### src/rtl/cache_controller.sv
// Read-miss sequencing controller for a direct-mapped cache with one-word CPU reads,
// line refill from RAM over a req/ack handshake, and saturating hit/miss counters.
//
// state     | meaning
// S_IDLE    | waiting for cpu_req; cache_address follows cpu_addr
// S_LOOKUP  | tag compare on the latched address
// S_MISS    | ram_req held until ram_ack delivers the line
// S_FILL    | fetched line written into the cache
// S_RESPOND | cpu_ready pulse with cpu_rdata valid
module cache_controller (
    input  logic         globalclock,
    input  logic         reset,
    input  logic         cpu_req,
    input  logic [14:0]  cpu_addr,
    output logic         cpu_ready,
    output logic [31:0]  cpu_rdata,
    output logic         busy,
    output logic         cache_wrEn,
    output logic [14:0]  cache_address,
    output logic [127:0] cache_inData,
    input  logic [31:0]  cache_outData,
    input  logic         cache_hit,
    output logic         ram_req,
    output logic [12:0]  ram_addr,
    input  logic         ram_ack,
    input  logic [127:0] ram_rdata,
    output logic [15:0]  hit_cnt,
    output logic [15:0]  miss_cnt
);

    localparam logic [2:0] S_IDLE    = 3'd0;
    localparam logic [2:0] S_LOOKUP  = 3'd1;
    localparam logic [2:0] S_MISS    = 3'd2;
    localparam logic [2:0] S_FILL    = 3'd3;
    localparam logic [2:0] S_RESPOND = 3'd4;

    logic [2:0]   r_state;
    logic [14:0]  r_addr;
    logic [127:0] r_line;
    logic         r_refill;
    logic [31:0]  r_rdata;
    logic [15:0]  r_hit_cnt;
    logic [15:0]  r_miss_cnt;

    always_ff @(posedge globalclock or negedge reset) begin
        if (!reset) begin
            r_state    <= S_IDLE;
            r_addr     <= '0;
            r_line     <= '0;
            r_refill   <= 1'b0;
            r_rdata    <= '0;
            r_hit_cnt  <= '0;
            r_miss_cnt <= '0;
        end else begin
            case (r_state)
                S_IDLE: begin
                    if (cpu_req) begin
                        r_addr   <= cpu_addr;
                        r_refill <= 1'b0;
                        r_state  <= S_LOOKUP;
                    end
                end
                S_LOOKUP: begin
                    if (cache_hit) begin
                        r_rdata <= cache_outData;
                        // the post-fill re-lookup is not a hit from the CPU's point of view
                        if (!r_refill && (r_hit_cnt != 16'hFFFF))
                            r_hit_cnt <= r_hit_cnt + 16'd1;
                        r_state <= S_RESPOND;
                    end else begin
                        if (r_miss_cnt != 16'hFFFF)
                            r_miss_cnt <= r_miss_cnt + 16'd1;
                        r_state <= S_MISS;
                    end
                end
                S_MISS: begin
                    if (ram_ack) begin
                        r_line  <= ram_rdata;
                        r_state <= S_FILL;
                    end
                end
                S_FILL: begin
                    r_refill <= 1'b1;
                    r_state  <= S_LOOKUP;
                end
                S_RESPOND: r_state <= S_IDLE;
                default:   r_state <= S_IDLE;
            endcase
        end
    end

    assign cpu_ready     = (r_state == S_RESPOND);
    assign cpu_rdata     = r_rdata;
    assign busy          = (r_state != S_IDLE);
    assign cache_wrEn    = (r_state == S_FILL);
    assign cache_address = (r_state == S_IDLE) ? cpu_addr : r_addr;
    assign cache_inData  = r_line;
    assign ram_req       = (r_state == S_MISS);
    assign ram_addr      = r_addr[14:2];
    assign hit_cnt       = r_hit_cnt;
    assign miss_cnt      = r_miss_cnt;

endmodule

### config.mk
export PLATFORM = sky130hd
export DESIGN_NAME = cache_controller
export DESIGN_NICKNAME = d
export VERILOG_FILES = /design/src/rtl/cache_controller.sv
export SDC_FILE = /design/constraint.sdc
export NUM_CORES = 1
export LEC_CHECK = 0
export ABC_AREA = 1
export CAP_MARGIN = 20
export CORE_UTILIZATION = 28
export DETAILED_ROUTE_END_ITERATION = 8
export DONT_BUFFER_PORTS = 1
export PLACE_DENSITY = 0.41
export SLEW_MARGIN = 0
export SYNTH_ARGS = -nofsm -noshare
export SYNTH_HDL_FRONTEND = slang
export SYNTH_SLANG_ARGS = --single-unit
### constraint.sdc
create_clock -name globalclock -period 2.1 [get_ports globalclock]
set_clock_uncertainty 0.2 [all_clocks]
set_input_delay 0.315 -clock globalclock [delete_from_list [all_inputs] [get_ports globalclock]]
set_output_delay 0.315 -clock globalclock [all_outputs]
set_load 0.01 [all_outputs]
==> results.rst <==
.. list-table::
   :header-rows: 1

   * - Metric
     - Value
   * - Worst path max stage delay
     - 0.39 ns
   * - Setup crit start
     - r_state[1]
   * - First-pass GRT wire length
     - roughly 45000 µm
   * - Utilization after layout
     - 0.395
   * - Bufs on Longest Clock Path
     - 3
   * - Critical Path Fanout Max
     - 8
   * - GR Overflow Total
     - 0
   * - Power per cell area
     - between 1000 and 1500 mW/mm²
   * - Worst endpoint required time
     - around 1.6 ns
   * - Iter 0 DRT Violations
     - around 390
   * - Pin count of the biggest net entering global routing
     - between 200 and 250
   * - Via density
     - roughly 4.5
   * - Share of post-route cells with drive strength above 1
     - 0.108
   * - Final ANT Viol Nets
     - 0
   * - Max Cap Violations
     - 0
   * - Worst min path class
     - input port to asynchronous set/reset pin
   * - Fill cell total of the finished layout
     - approximately 3200
   * - TritonCTS buffer count
     - 26
   * - Slowest cell on crit path
     - dfrtp_1
   * - All-layer global routing usage
     - 0.169
   * - Smallest setup slack after layout
     - -0.0237 ns
   * - Sequential Area
     - ~0.0053 mm²
   * - Multi-input combinational cell area
     - around 0.0035 mm²
   * - Result of the run
     - finished, violations left
   * - Yosys warns
     - 0
   * - Tcrit/Tclk final
     - 1.01
   * - Half-perimeter wire length after detailed placement
     - roughly 19000 µm
   * - Type of the setup path with the least slack
     - flop to output pin
   * - Setup_tns
     - -0.203 ns
   * - Routed length on met3
     - between 2000 and 3000 µm
   * - Buffering stage count on the worst path with inverters included
     - 3
   * - Leak pwr
     - about 0.0063 µW
   * - Height of the chip
     - 184 µm
   * - Die width
     - 184 µm
   * - Clock transition at the registers of the reported paths
     - approximately 0.06 ns
   * - Post-DR wirelength/cell
     - roughly 17 µm
   * - Final count of negative-setup-slack endpoints
     - 13
   * - Total routed wirelength
     - 29800 µm
   * - Biggest area contributors in the synthesized netlist
     - dfrtp_1 (57%), nand2_1 (21%), nand3_1 (7.6%)
   * - Number of DRC violations after detailed routing
     - 0
   * - Final hold slack
     - -0.720 ns
   * - M1 WL
     - approximately 12000 µm
   * - Final weighted congestion in routability-driven placement
     - roughly 0.75
   * - Final max-slew violation count
     - 0
   * - Setup repair after global routing missed its margin
     - true
   * - Vias in the first global route
     - slightly above 8000
   * - Number of distinct library cells after synthesis
     - 25
   * - Violations in the final reports
     - negative hold slack, negative setup slack
   * - Highest metal layer with signal wires
     - met4
   * - Layout net count
     - around 1500
   * - Reg-to-reg critical path startpoint
     - r_state[1]
   * - Routed length on met2
     - approximately 15000 µm
   * - Die area
     - about 0.034 mm²
   * - Fmax
     - between 0.4 and 0.5 GHz
   * - Overall power consumption
     - between 15000 and 20000 µW
   * - Leading area contributor after synthesis
     - dfrtp_1
   * - Shortest clock period the worst path allows after layout
     - 2.12 ns
   * - CTS tree
     - done
   * - Root Driver
     - clkbuf_16
   * - # rows
     - 66
   * - Number of antenna violations at the first check in global routing
     - 2
   * - Layout overhead on the synthesized area
     - 38.2%
   * - Post-cts hold buffer count
     - approximately 180
   * - Type of origin of the critical path
     - flop
   * - Critical path, cell by cell
     - inv_2 > nand3_4 > buf_16 > nand2_1 > o21ai_2 > buf_4
   * - Total number of vias
     - about 8000
   * - Number of endpoints with negative hold slack in the final report
     - between 300 and 400
   * - Worst-Skew Late Latency
     - 0.53 ns
   * - Data arrival at the endpoint of the critical path
     - ~1.6 ns
   * - Relative slew margins
     - 0.724
   * - Area of all placed cells without fillers
     - around 0.013 mm²
   * - Cell area after placement
     - approximately 0.0098 mm²
   * - Post-synthesis area per instance
     - roughly 8.4 µm²
   * - Quantity of I/O buffers inserted on ports
     - 0
   * - Syn nets
     - between 1000 and 1500
   * - Number of top-level pins
     - just over 400
   * - Starting density of the core
     - 0.286
   * - Cells after synthesis
     - approximately 1100
   * - Area of the placeable core
     - 0.0326 mm²
   * - Endpoint type of the worst setup path
     - output pin
   * - Combined area of all synthesized cells
     - approximately 0.0093 mm²
   * - Worst voltage drop across the vdd grid
     - slightly above 0.6 mV
   * - First-pass DRT Iterations
     - 7
   * - Sequential fraction of the synthesis area
     - 0.566
   * - Cell type group with the largest total delay on the critical path
     - buffers and inverters
   * - Area share of the leading cell type in the synthesized netlist
     - 0.566
   * - Tightest Pin Transition
     - around 0.41 ns
   * - Number of clock sinks
     - 211
   * - FF+latch count, synth
     - between 200 and 250
   * - H-tree levels
     - 1
state kept, by name, indices dropped and copies added (netlist names):
| signal | count |
|---|---|
| cache_inData | 128 |
| cpu_rdata | 32 |
| hit_cnt | 16 |
| miss_cnt | 16 |
| r_addr | 15 |
| r_refill | 1 |
| r_state | 3 |
cell families (layout without fill, tap and decap cells):
group | Yosys count | after routing | synth area share
buffers and inverters | 116 | 332 | 0.0706
DFF | 211 | 211 | 0.566
AOI/OAI and AO/OA | 50 | 50 | 0.0274
other | 0 | 2 | 0
xor gates and xnor gates | 14 | 14 | 0.0132
adders and majority gates | 2 | 2 | 0.00268
and+or+nand+nor | 721 | 721 | 0.320
worst paths after layout:
| kind | end | slack (ns) | cells past startpoint |
|---|---|---|---|
| max in group asynchronous | cache_inData[19] | 2.04 | 0 |
| worst max register to register | cache_inData[117] | 0.12 | 9 |
| worst min register to register | r_addr[0] | 0.31 | 2 |
| min in group globalclock | cache_inData[101] | -0.27 | 2 |
| worst max-delay path | cache_address[8] | -0.02 | 6 |
| worst min-delay path | cache_inData[93] | -0.72 | 0 |
where the power goes:
group / switching [µW] / internal, µW / total, µW
Sequential: 2370 / 5790 / 8160
Clock: 1750 / 2760 / 4510
Combinational: 2790 / 2310 / 5110
Total: 6910 / 10900 / 17800
through the flow:
step	setup slack, ns	std cells
after floorplan	0.330	1114
after global placement	0.223	1525
after detailed placement	0.196	1525
after CTS	-0.0751	1770
after global routing	-0.127	1774
final	-0.0237	1774
Yosys cell counts:
library cell	count
buf_6	15
nor2_4	4
xor2_1	8
nor2_1	33
o21ai_0	42
nor3_1	2
clkbuf_1	23
o21ai_2	1
buf_4	27
o21ai_1	6
inv_1	40
dfrtp_1	211
clkinv_2	1
nand2_1	520
nand2_4	1
nand3_4	1
xnor2_1	6
buf_2	6
nand3_1	142
nand2_2	4
ha_1	2
nor2_2	3
o22ai_1	1
nand4_1	11
inv_2	4
what timing repair did:
item                                   in CTS  in global routing
cloned                                      5                  0
setup endpoints to repair                  16                123
buffers inserted                           11                  2
endpoints found under the hold margin     390                333
resized for setup                          41                 22
pin swaps                                   2                  3
area by class of cell:
type,count,area share
diodes,2,0.000388
clock buffers,39,0.0598
clock inverters,7,0.00680
inverters,45,0.0137
multi-input cells,787,0.274
flip-flops and latches,211,0.410
well taps,442,0.0429
repair buffers,241,0.193
routing by layer:
layer,track usage,vias to the layer above
met5,0,-
met3,0.0516,46
met4,0.0487,0
met2,0.288,299
met1,0.203,3773
li1,-,3906
cells in the final DEF (no fill, tap or decap), drive strengths merged:
master	n
nand2	525
bufbuf	3
nor2	40
dlygate4sd3	183
o22ai	1
clkinv	4
inv	45
bufinv	2
nand3	143
xor2	8
xnor2	6
nand4	11
nor3	2
dfrtp	211
ha	2
buf	54
clkinvlp	1
clkbuf	40
o21ai	49
diode	2
worst reg2reg max path: stages, from the launching register on:
cell           delay, ns
dfrtp_1             0.37
inv_2               0.06
buf_6               0.12
nor2_4              0.14
nand2_4             0.10
inv_4               0.09
buf_16              0.14
nand3_1             0.08
dlygate4sd3_1       0.57
nand2_1             0.07
(Power assumes the default switching activity.)
